[config.mk]
export PLATFORM = sky130hd
export DESIGN_NAME = jk_from_sr_reg
export DESIGN_NICKNAME = d
export VERILOG_FILES = /design/src/rtl/jk_from_sr_reg.sv
export SDC_FILE = /design/constraint.sdc
export NUM_CORES = 1
export LEC_CHECK = 0
export BUFFER_PORTS_ARGS = -buffer_cell sky130_fd_sc_hd__buf_2
export CAP_MARGIN = 20
export CORE_MARGIN = 4
export CORE_UTILIZATION = 30
export DETAILED_ROUTE_END_ITERATION = 10
export PLACE_DENSITY = 0.56
export RECOVER_POWER = 100
export SYNTH_ARGS = -nofsm -noshare
export SYNTH_HDL_FRONTEND = slang
export SYNTH_SLANG_ARGS = --single-unit
[constraint.sdc]
create_clock -name clk -period 2.65 [get_ports clk]
set_input_delay 0.53 -clock clk [delete_from_list [all_inputs] [get_ports clk]]
set_output_delay 0.53 -clock clk [all_outputs]
set_load 0.01 [all_outputs]
[src/rtl/jk_from_sr_reg.sv]
// ---------------------------------------------------------------------------
// jk_from_sr_reg
//
// WIDTH-bit JK register whose bits are stored in SR cells. Each cell is fed
// by JK-to-SR excitation logic (s = en & j & ~q, r = en & k & q), so the JK
// toggle case (j=k=1) becomes a plain set or clear and the SR cell never
// sees s=r=1. Alongside the register, a saturating counter accumulates the
// number of individual bit toggles for activity monitoring. A sticky flag
// records any cell that saw s=r=1; it acts as a self-check and stays low in
// normal operation.
//
// Parameters
//   WIDTH      number of JK bits (1..32)
//   CNT_W      width of the saturating toggle counter
//
// Ports
//   clk        rising-edge clock
//   rst_n      asynchronous active-low reset (clears q, toggle_cnt, illegal)
//   en         update enable; when low all bits hold and j/k are ignored
//   j, k       per-bit J and K inputs
//   clr_cnt    synchronous clear of toggle_cnt and illegal (wins over count)
//   q          registered register state
//   toggle_cnt registered saturating count of bit toggles
//   illegal    registered sticky flag: some SR cell saw s=r=1
// ---------------------------------------------------------------------------
module jk_from_sr_reg #(
    parameter int WIDTH = 4,
    parameter int CNT_W = 8
) (
    input  logic             clk,
    input  logic             rst_n,
    input  logic             en,
    input  logic [WIDTH-1:0] j,
    input  logic [WIDTH-1:0] k,
    input  logic             clr_cnt,
    output logic [WIDTH-1:0] q,
    output logic [CNT_W-1:0] toggle_cnt,
    output logic             illegal
);

    // Six extra bits hold the largest per-cycle increment (32 toggles) on
    // top of a saturated count without wrapping.
    localparam int SUM_W = CNT_W + 6;
    localparam logic [SUM_W-1:0] CNT_MAX = {{6{1'b0}}, {CNT_W{1'b1}}};

    // Number of set bits in a toggle-event vector, widened to the sum width.
    function automatic logic [SUM_W-1:0] count_ones(input logic [WIDTH-1:0] v);
        logic [SUM_W-1:0] acc;
        acc = {SUM_W{1'b0}};
        for (int i = 0; i < WIDTH; i++) begin
            acc = acc + {{(SUM_W-1){1'b0}}, v[i]};
        end
        return acc;
    endfunction

    logic [WIDTH-1:0] q_r;
    logic [CNT_W-1:0] cnt_r;
    logic             illegal_r;

    logic [WIDTH-1:0] s_s;
    logic [WIDTH-1:0] r_s;
    logic [WIDTH-1:0] q_next_s;
    logic [WIDTH-1:0] tog_s;
    logic [SUM_W-1:0] sum_s;
    logic [CNT_W-1:0] cnt_next_s;
    logic             illegal_next_s;

    // JK-to-SR excitation and the SR cell next-state for every bit.
    always_comb begin
        s_s      = {WIDTH{en}} & j & ~q_r;
        r_s      = {WIDTH{en}} & k & q_r;
        q_next_s = q_r;
        for (int i = 0; i < WIDTH; i++) begin
            case ({s_s[i], r_s[i]})
                2'b10:   q_next_s[i] = 1'b1;
                2'b01:   q_next_s[i] = 1'b0;
                default: q_next_s[i] = q_r[i];   // 00 hold, 11 hold (flagged)
            endcase
        end
    end

    // Toggle accounting with saturation, sticky illegal flag, clear priority.
    always_comb begin
        tog_s          = {WIDTH{en}} & j & k;
        sum_s          = {{6{1'b0}}, cnt_r} + count_ones(tog_s);
        cnt_next_s     = cnt_r;
        illegal_next_s = illegal_r;
        if (clr_cnt) begin
            // Toggle events of this cycle are intentionally discarded.
            cnt_next_s     = {CNT_W{1'b0}};
            illegal_next_s = 1'b0;
        end else begin
            if (sum_s > CNT_MAX) begin
                cnt_next_s = {CNT_W{1'b1}};
            end else begin
                cnt_next_s = sum_s[CNT_W-1:0];
            end
            illegal_next_s = illegal_r | (|(s_s & r_s));
        end
    end

    // State registers: register bits, toggle counter, sticky illegal flag.
    always_ff @(posedge clk or negedge rst_n) begin
        if (!rst_n) begin
            q_r       <= {WIDTH{1'b0}};
            cnt_r     <= {CNT_W{1'b0}};
            illegal_r <= 1'b0;
        end else begin
            q_r       <= q_next_s;
            cnt_r     <= cnt_next_s;
            illegal_r <= illegal_next_s;
        end
    end

    assign q          = q_r;
    assign toggle_cnt = cnt_r;
    assign illegal    = illegal_r;

endmodule
* Yosys cells after proc, flatten, opt, wreduce, memory -nomap -nowiden *
Cells that the tools add are included.

word-level totals
  bits in registers = 13
  input bits = 12
  output and inout port bits = 13

cells by class
  add/subtract/negate cells = 4
  $lt $le $gt $ge = 1
  eq/ne operators = 8
  multiplexer cells = 7
  bitwise gates (word level) = 8
  reductions and logical operators = 5

operators with widths
  kind                  number
  $and A4 B4 Y4         6
  $mux W8               2
  $add A8 B4 Y9         1
  $gt A9 B8 Y1 const B  1
  $eq A2 B1 Y1 const B  4
  $eq A2 B2 Y1 const B  4
  $pmux W1 S2           4
  $reduce_bool A2 Y1    4
  $add A3 B1 Y4         1
  $not A4 Y4            1
  $reduce_or A4 Y1      1
  $add A2 B1 Y3         1
  $add A1 B1 Y2         1
  $mux W1               1
  $or A1 B1 Y1          1

* Logic depth before layout (Yosys ltp) *
Gate-level depths: netlist of run 1.

  word-level depth = 9
  gate-level depth with buffers = 10
  gate-level depth less buffers = 8

* Least setup slack after synthesis of run 1 *
No wires, ideal clock.

  path kind = in2reg
  start point = input en
  end point = register cnt_r[3] (netlist: toggle_cnt[3])
  library setup time = 0.087 ns
  data arrival time = 2.607 ns
  setup slack = -0.044 ns
  stages on the path = 10
  path buffers = 2
  cells stage by stage = buf_2 > nand3_1 > fa_1 > fa_1 > inv_1 > fa_1 > buf_4 > nand4_1 > o221a_2 > a211oi_2

on the way
  cells in the longest elaborated chain, start to end = 9

ends and longest elaborated chain
  element                        RTL line  source
  from (decl)                    32        input logic en,
  $and A4 B4 Y4 * (2 in series)  84        tog_s = {WIDTH{en}} & j & k;
  $add A1 B1 Y2                  51        acc = acc + {{(SUM_W-1){1'b0}}, v[i]};
  $add A2 B1 Y3                  51
  $add A3 B1 Y4 *                51
  $add A8 B4 Y9 *                85        sum_s = {{6{1'b0}}, cnt_r} + count_ones(tog_s);
  $gt A9 B8 Y1                   93        if (sum_s > CNT_MAX) begin
  $mux W8 *                      93
  $mux W8 *                      88        if (clr_cnt) begin
  via cnt_next_s[3]              65        logic [CNT_W-1:0] cnt_next_s;
  to (signal assigned)           106       cnt_r <= {CNT_W{1'b0}};
  to (signal assigned)           110       cnt_r <= cnt_next_s;
  to (decl)                      57        logic [CNT_W-1:0] cnt_r;

Mark *: on every way through the listed nets, which the timed path passes. The rest lies on a longest branch.
A chain may end at the register's enable or synchronous reset.

* Worst setup path after layout of run 1 *
Same ends and word-level chain as after synthesis.

==> flow_metrics.env, run 1 <==
export IMPL_outcome="finished clean"
export IMPL_syn_area_per_cell_um2=10.5
export IMPL_end_kind="flop"
export IMPL_clkPwrFrac_pct=27.1
export IMPL_critPathLaunchType="input port"
export IMPL_cts_resized_gates=0
export IMPL_seqPwrFrac_pct=52.5
export IMPL_grt_pass1_vias=700
export IMPL_switching_share_pct=29.0
export IMPL_synth_top_cell_by_area="dfrtp_1"
export IMPL_fin_setup_tns_ns=0
export IMPL_drv_cap=0
export IMPL_cts_hold_buf=0
export IMPL_io_pins=25
export IMPL_fin_util_pct=39.3
export IMPL_finalInstanceArea_um2=895
export IMPL_syn_to_final_growth_pct=21.4
export IMPL_crit_top_cell="fa_1"
export IMPL_cp_max_fo=5
export IMPL_cp_slowest_cell="fa_1"
export IMPL_viasPerCell=5.13
export IMPL_reg2reg_depth=9
export IMPL_syn_nets=86
export IMPL_drc=0
export IMPL_diodes=0
export IMPL_combinationalPowerShare_pct=20.4
export IMPL_fillers=242
export IMPL_cts_root_buf="clkbuf_4"
export IMPL_finalSetupViolCount=0
export IMPL_vias=652
export IMPL_period_needed_ns=2.37
export IMPL_dieArea_um2=3310
export IMPL_critical_path_cell_chain="buf_2 > nand3_1 > fa_1 > fa_1 > inv_1 > fa_1 > nand4_1 > o221a_2 > a211oi_2"
export IMPL_slew_viol_final=0
export IMPL_synth_edf_count=0
export IMPL_yosysTopAreaCellShare_pct=44.1
export IMPL_r2r_setup_slack_ns=0.34
export IMPL_cts_made_buffers=3
export IMPL_dp_cells=123
export IMPL_slew_headroom_pct=53.5
export IMPL_layout_commonest_cell="clkbuf_1"
export IMPL_hpwl_um=1290
export IMPL_hold_viol_final=0
export IMPL_die_height_um=57.6
export IMPL_syn_cell_area_um2=737
export IMPL_power_density_nw_per_um2=490
export IMPL_critPathKind="input port to flop"
export IMPL_antenna_found_initial=0
export IMPL_hp_class="input port to asynchronous set/reset pin"
export IMPL_synth_seq_area_share_pct=44.1
export IMPL_tritoncts="yes"
export IMPL_routedWlPerCell_um=13.3
export IMPL_clk_pin_slew_ns=0.08
export IMPL_gp_congestion=0.863
export IMPL_async_flop_share_pct=100
export IMPL_post_cts_buffers=0
export IMPL_fin_cells=127
export IMPL_intPower_w=0.000311
export IMPL_cp_top_family="adder cells"
export IMPL_clock_path_buffers=2
export IMPL_arrival_ns=2.56
export IMPL_clk_latency_ns=0.27
export IMPL_port_buffers=24
export IMPL_synth_main_ff_cell="dfrtp_1"
export IMPL_worst_slew_pin_slew_ns=0.698
export IMPL_place_area_um2=901
export IMPL_start_util_pct=32.4
export IMPL_core_area_um2=2280
export IMPL_clkSinkCount=13
export IMPL_rows=17
export IMPL_grt_remaining_overflow=0
export IMPL_cp_slowest_stage_delay_ns=0.49
export IMPL_reg2reg_to="toggle_cnt[7]$_DFF_PN0_"
export IMPL_nets=116
export IMPL_htree_levels=1
export IMPL_grt_usage_pct=11.2
export IMPL_finalCritPeriodShare_pct=89.6
export IMPL_synthTopCellsByArea="dfrtp_1 (44%), fa_1 (8.1%), a21oi_1 (6.1%), inv_1 (3.6%), nand3_1 (2.7%)"
export IMPL_most_common_layout_cells="clkbuf_1 (18), dfrtp_1 (13), a21oi_1 (9), buf_2 (9), inv_1 (7)"
export IMPL_timing_rr_start="toggle_cnt[0]$_DFF_PN0_"
export IMPL_yosys_cell_types_count=29
export IMPL_finClkSkew_ns=0.00543
export IMPL_drive_gt1_share_pct=22.2
export IMPL_wl_um=1690
export IMPL_ant_nets=0
export IMPL_p_sw_w=0.000127
export IMPL_drt_iter0_drc=36
export IMPL_rsz0062_at_grt="false"
export IMPL_vdd_drop_max_uv=223
export IMPL_worstPathRequired_ns=2.83
export IMPL_die_x_um=57.6
export IMPL_ys_ff_latch=13
export IMPL_crit_buf_inv=2
export IMPL_grt_pass1_wl_um=2900
export IMPL_fmax_mhz=421
export IMPL_yosys_warnings=0
export IMPL_grt_start_max_net_pins=14
export IMPL_synth_cells=70
export IMPL_fin_hold_ws_ns=0.272
export IMPL_first_pass_iters=4
export IMPL_p_leak_nw=0.408
[cell usage after synthesis, drive strengths merged, types with 2 or more instances]
cell    number
nand3        4
o21ai        3
inv          7
a211oi       2
dfrtp       13
nand2        4
and4         3
a21oi        9
nor3         2
a31oi        3
fa           3
buf          3
nor2b        2
[power by group through the flow]
stage	registers, W	clock network (W)	logic [W]
finish	0.000230	0.000119	0.0000895
CTS	0.000230	0.000127	0.0000998
detailed placement	0.000234	0	0.0000976
global placement	0.000234	0	0.0000981
global route	0.000234	0.000135	0.000101
floorplan	0.000243	0	0.0000445
[worst reg2reg max path, stage by stage, from the launching register on]
cell and delay [ns]:
dfrtp_1 0.35, inv_1 0.06, fa_1 0.56, fa_1 0.21, inv_1 0.06, fa_1 0.38
buf_4 0.18, inv_1 0.05, a21oi_1 0.05, mux2_1 0.30
[registers in the layout, indices dropped and copies added, names as in the netlist]
name and cells:
illegal 1, q 4, toggle_cnt 8
[final cells by class]
cell class,instances,area [um^2],area share (%)
Sequential cell,13,325,36.4
Timing Repair Buffer,28,124,13.8
Clock buffer,4,26.3,2.94
Multi-Input combinational cell,47,358,40.0
Tap cell,28,35.0,3.92
Inverter,7,26.3,2.94
[stage by stage]
stage	total power, W	setup slack (ns)
2_1_floorplan	0.000287	0.0419
3_3_place_gp	0.000332	0.0562
3_5_place_dp	0.000331	-0.0202
4_1_cts	0.000456	0.279
5_1_grt	0.000471	0.128
6_report	0.000439	0.276
[how the worst max path moves through the flow]
stage / start / end / cells past startpoint
global placement: en / toggle_cnt[7]$_DFF_PN0_ / 10
finish: en / toggle_cnt[3]$_DFF_PN0_ / 9
detailed placement: en / toggle_cnt[6]$_DFF_PN0_ / 9
floorplan: en / toggle_cnt[3]$_DFF_PN0_ / 10
CTS: en / toggle_cnt[6]$_DFF_PN0_ / 9
global route: en / toggle_cnt[3]$_DFF_PN0_ / 9
[logic make-up (layout without fill, tap and decap cells)]
| group | count (synthesis) | after routing | synth area share [%] |
|---|---|---|---|
| xor+xnor | 1 | 1 | 1.19 |
| buf+inv | 10 | 39 | 6.79 |
| simple gates | 21 | 21 | 17.8 |
| mux | 1 | 1 | 2.04 |
| fa+ha+maj | 4 | 4 | 9.85 |
| compound gates | 20 | 20 | 18.2 |
| flops | 13 | 13 | 44.1 |
[routing by layer]
layer  up-vias  track usage [%]  routed length (um)
li1        310                -                   -
met1       306             13.9                 735
met2        32             17.9                 748
met3         4             2.71                 181
met4         0             5.96                  25
met5         -                0                   0
Note: power is estimated with default switching activity, not from simulation.
==> inputs of run 2 (changes only) <==
- PLACE_DENSITY: 0.56 -> not set
==> run 2 against run 1 <==
Effect of this change:
- total power fell by 0.34%
- fmax fell by 1.4%
- clock-buffer cell count did not move
- largest power group unchanged
- highest routed layer unchanged
==> flow_metrics.env, run 2 (same netlist as run 1, synthesis figures left out) <==
export IMPL_fin_cells=126
export IMPL_htree_levels=1
export IMPL_hold_viol_final=0
export IMPL_viasPerCell=5.02
export IMPL_grt_pass1_vias=596
export IMPL_routedWlPerCell_um=12.5
export IMPL_cts_made_buffers=3
export IMPL_finalCritPeriodShare_pct=90.9
export IMPL_post_place_ws_ns=-0.0285
export IMPL_arrival_ns=2.60
export IMPL_diodes=0
export IMPL_drt_iter0_drc=14
export IMPL_rows=17
export IMPL_period_needed_ns=2.41
export IMPL_dp_cells=122
export IMPL_hpwl_um=1230
export IMPL_io_pins=25
export IMPL_worstPathRequired_ns=2.84
export IMPL_gp_congestion=0.865
export IMPL_p_leak_nw=0.409
export IMPL_clkSinkCount=13
export IMPL_critical_path_cell_chain="buf_2 > nand3_1 > fa_1 > fa_1 > inv_1 > fa_1 > nand4_1 > o221a_2 > a211oi_2"
export IMPL_drive_gt1_share_pct=23.5
export IMPL_grt_pass1_wl_um=2640
export IMPL_grt_start_max_net_pins=14
export IMPL_die_height_um=57.6
export IMPL_most_common_layout_cells="clkbuf_1 (17), dfrtp_1 (13), a21oi_1 (9), buf_2 (9), inv_1 (7)"
export IMPL_finalSetupViolCount=0
export IMPL_grt_usage_pct=10.3
export IMPL_die_x_um=57.6
export IMPL_fillers=241
export IMPL_rsz0062_at_grt="false"
export IMPL_vias=633
export IMPL_power_density_nw_per_um2=489
export IMPL_cts_hold_buf=0
export IMPL_syn_to_final_growth_pct=21.4
export IMPL_fmax_mhz=415
export IMPL_drv_cap=0
export IMPL_vdd_drop_max_uv=204
export IMPL_end_kind="flop"
export IMPL_antenna_found_initial=0
export IMPL_worst_slew_pin_slew_ns=0.700
export IMPL_layout_commonest_cell="clkbuf_1"
export IMPL_outcome="finished clean"
export IMPL_slew_headroom_pct=53.3
export IMPL_fin_ws_ns=0.242
export IMPL_largest_reg_flops=8
export IMPL_cp_slowest_stage_delay_ns=0.49
export IMPL_dieArea_um2=3310
export IMPL_clock_path_buffers=2
export IMPL_ant_nets=0
export IMPL_cts_resized_gates=0
export IMPL_nets=115
export IMPL_tritoncts="yes"
export IMPL_register_area_um2=325
export IMPL_clk_latency_ns=0.27
export IMPL_slew_viol_final=0
export IMPL_wl_um=1580
export IMPL_cts_root_buf="clkbuf_4"
export IMPL_clk_pin_slew_ns=0.08
export IMPL_first_pass_iters=3
export IMPL_reg2reg_depth=8
export IMPL_start_util_pct=32.4
export IMPL_port_buffers=24
export IMPL_drc=0
export IMPL_finClkSkew_ns=0.00167
export IMPL_critPathLaunchType="input port"
export IMPL_multiInputGateArea_um2=362
export IMPL_critPathKind="input port to flop"
export IMPL_crit_top_cell="fa_1"
export IMPL_cp_max_fo=5
export IMPL_cp_slowest_cell="fa_1"
export IMPL_hp_class="input port to asynchronous set/reset pin"
export IMPL_grt_remaining_overflow=0
export IMPL_core_area_um2=2280
export IMPL_post_cts_buffers=0
## run 2: changes by cell type in the layout (fill, tap and decap cells not counted)
cell | before | now
mux2_4 | 0 | 1
clkbuf_1 | 18 | 17
mux2_1 | 1 | 0
## run 2: per-stage QoR
step                      cell area (um^2)  power [W]  utilization, %  setup TNS [ns]  hold WS [ns]
after floorplan                        742   0.000287               -               0         0.234
after global placement                 893   0.000330            39.3               0         0.437
after detailed placement               893   0.000332            39.3          -0.101         0.444
after CTS                              920   0.000458            40.4               0         0.140
after global routing                   895   0.000476            39.3               0         0.329
final                                  895   0.000437            39.3               0         0.277
## run 2: final cells by class
type	instances	area share (%)
clock buffer	4	2.94
inverter	7	2.94
multi-input combinational	47	40.4
sequential	13	36.4
tap	28	3.92
timing repair buffer	27	13.4
## run 2: path summary, 6_finish.rpt
| kind | startpoint | endpoint | slack, ns |
|---|---|---|---|
| min | rst_n | q[3]$_DFFE_PN0P_ | 0.28 |
| max reg2reg | toggle_cnt[0]$_DFF_PN0_ | toggle_cnt[3]$_DFF_PN0_ | 0.29 |
| max | en | toggle_cnt[3]$_DFF_PN0_ | 0.24 |
| min reg2reg | q[3]$_DFFE_PN0P_ | q[3]$_DFFE_PN0P_ | 0.49 |
| max in group asynchronous | rst_n | toggle_cnt[7]$_DFF_PN0_ | 1.93 |
| min in group clk | k[3] | q[3]$_DFFE_PN0P_ | 0.46 |
## run 2: where the power goes
part	total, W	internal [W]	switching, W
clock	0.000119	0.0000582	0.0000604
combinational	0.0000881	0.0000362	0.0000518
sequential	0.000231	0.000217	0.0000140
total	0.000437	0.000311	0.000126
## run 2: per-layer routing
layer | global-route usage [%] | vias to the layer above | routed length (um)
li1 | - | 307 | -
met1 | 13.5 | 299 | 765
met2 | 15.6 | 23 | 641
met3 | 2.49 | 4 | 139
met4 | 4.97 | 0 | 28
met5 | 0 | - | 0
## run 2: worst max-delay path, delay by kind of cell
kind	cells	cell delay, ns
buffers and inverters	2	0.21
and+or+nand+nor	2	0.24
AOI/OAI and AO/OA	2	0.45
adders and majority gates	3	1.16
==> inputs of run 3 (changes only) <==
- PLACE_DENSITY: not set -> 0.62
==> run 3 against run 2 <==
Effect of this change:
- global-route usage up 0.11 points
- die area unchanged
- cell count unchanged
- register-to-register slack better by 0.04 ns
- fmax up 1.2%
- worst hold slack worse by 0.013 ns
- sequential cell count unchanged
- routed wire length up 2.0%
- via count up 1.7%
==> flow_metrics.env, run 3 (same netlist as run 1, synthesis figures left out) <==
export IMPL_finClkSkew_ns=0.0113
export IMPL_clkSinkCount=13
export IMPL_period_needed_ns=2.38
export IMPL_viasPerCell=5.11
export IMPL_diodes=0
export IMPL_finalInstanceArea_um2=892
export IMPL_power_density_nw_per_um2=497
export IMPL_fin_ws_ns=0.271
export IMPL_drive_gt1_share_pct=23.5
export IMPL_seqPwrFrac_pct=52.1
export IMPL_post_place_ws_ns=0.00321
export IMPL_worst_slew_pin_slew_ns=0.703
export IMPL_cts_root_buf="clkbuf_4"
export IMPL_hpwl_um=1270
export IMPL_vdd_drop_max_uv=266
export IMPL_gp_congestion=0.837
export IMPL_drv_cap=0
export IMPL_p_total_w=0.000444
export IMPL_largest_reg_flops=8
export IMPL_vias=644
export IMPL_clock_path_buffers=2
export IMPL_start_util_pct=32.4
export IMPL_cp_slowest_cell="fa_1"
export IMPL_die_x_um=57.6
export IMPL_finalCritPeriodShare_pct=89.8
export IMPL_critical_path_cell_chain="buf_2 > nand3_1 > fa_1 > fa_1 > inv_1 > fa_1 > nand4_1 > o221a_2 > a211oi_2"
export IMPL_drt_iter0_drc=21
export IMPL_clk_latency_ns=0.28
export IMPL_crit_buf_inv=2
export IMPL_worstPathRequired_ns=2.85
export IMPL_arrival_ns=2.58
export IMPL_cp_top_family="adder cells"
export IMPL_grt_pass1_vias=621
export IMPL_io_pins=25
export IMPL_grt_start_max_net_pins=14
export IMPL_most_common_layout_cells="clkbuf_1 (16), dfrtp_1 (13), buf_2 (10)"
export IMPL_slew_viol_final=0
export IMPL_finalSetupViolCount=0
export IMPL_combinationalPowerShare_pct=19.9
export IMPL_intPower_w=0.000311
export IMPL_slew_headroom_pct=53.1
export IMPL_syn_to_final_growth_pct=21.1
export IMPL_ant_nets=0
export IMPL_hp_class="input port to asynchronous set/reset pin"
export IMPL_switching_share_pct=29.9
export IMPL_core_area_um2=2280
export IMPL_p_sw_w=0.000133
export IMPL_crit_top_cell="fa_1"
export IMPL_routedWlPerCell_um=12.8
export IMPL_tritoncts="yes"
export IMPL_first_pass_iters=4
export IMPL_place_area_um2=893
export IMPL_htree_levels=1
export IMPL_rows=17
export IMPL_wl_um=1610
export IMPL_hold_viol_final=0
export IMPL_layout_commonest_cell="clkbuf_1"
export IMPL_cts_hold_buf=0
export IMPL_nets=115
export IMPL_die_height_um=57.6
export IMPL_critPathLaunchType="input port"
export IMPL_cts_made_buffers=3
export IMPL_rsz0062_at_grt="false"
export IMPL_port_buffers=24
export IMPL_p_leak_nw=0.409
export IMPL_post_cts_buffers=0
export IMPL_critPathKind="input port to flop"
export IMPL_cts_resized_gates=0
export IMPL_antenna_found_initial=0
export IMPL_fin_hold_ws_ns=0.264
export IMPL_grt_usage_pct=10.4
export IMPL_end_kind="flop"
export IMPL_dieArea_um2=3310
export IMPL_grt_pass1_wl_um=2730
export IMPL_cp_max_fo=5
export IMPL_outcome="finished clean"
export IMPL_grt_remaining_overflow=0
export IMPL_clkPwrFrac_pct=28.0
export IMPL_cp_slowest_stage_delay_ns=0.50
export IMPL_drc=0
export IMPL_fin_setup_tns_ns=0
export IMPL_fmax_mhz=420
export IMPL_clk_pin_slew_ns=0.09
## run 3: per-stage QoR
| step | instances | utilization [%] |
|---|---|---|
| 3_3_place_gp | 122 | 39.3 |
| 4_1_cts | 126 | 40.4 |
| 2_1_floorplan | 70 | - |
| 5_1_grt | 126 | 39.2 |
| 6_report | 126 | 39.2 |
| 3_5_place_dp | 122 | 39.3 |
## run 3: worst paths after layout
kind                                         startpoint                 endpoint  slack, ns  cells past startpoint
worst min register to register         q[3]$_DFFE_PN0P_         q[3]$_DFFE_PN0P_       0.49                      1
worst max register to register  toggle_cnt[0]$_DFF_PN0_  toggle_cnt[3]$_DFF_PN0_       0.33                      8
worst max-delay path                                 en  toggle_cnt[3]$_DFF_PN0_       0.27                      9
worst min-delay path                              rst_n  toggle_cnt[0]$_DFF_PN0_       0.26                      1
max in group asynchronous                         rst_n         q[3]$_DFFE_PN0P_       1.93                      1
min in group clk                                   k[3]         q[3]$_DFFE_PN0P_       0.46                      2
## run 3: per-layer routing
| metal | vias to the layer above | routed length [um] | global-route usage (%) |
|---|---|---|---|
| met3 | 2 | 164 | 4.07 |
| met1 | 311 | 710 | 13.6 |
| met5 | - | 0 | 0 |
| met4 | 0 | 8 | 1.99 |
| met2 | 25 | 724 | 16.3 |
| li1 | 306 | - | - |
## run 3: area by class of cell
type | instances | area [um^2]
inverters | 7 | 26.3
repair buffers | 27 | 121
multi-input cells | 47 | 358
flip-flops and latches | 13 | 325
well taps | 28 | 35.0
clock buffers | 4 | 26.3
fillers | 244 | 1380
## run 3: power by group through the flow
stage / registers [W] / clock network, W / logic [W]
floorplan: 0.000243 / 0 / 0.0000445
global placement: 0.000234 / 0 / 0.0000965
detailed placement: 0.000234 / 0 / 0.0000966
CTS: 0.000230 / 0.000131 / 0.0000976
global route: 0.000235 / 0.000142 / 0.000102
finish: 0.000231 / 0.000124 / 0.0000885
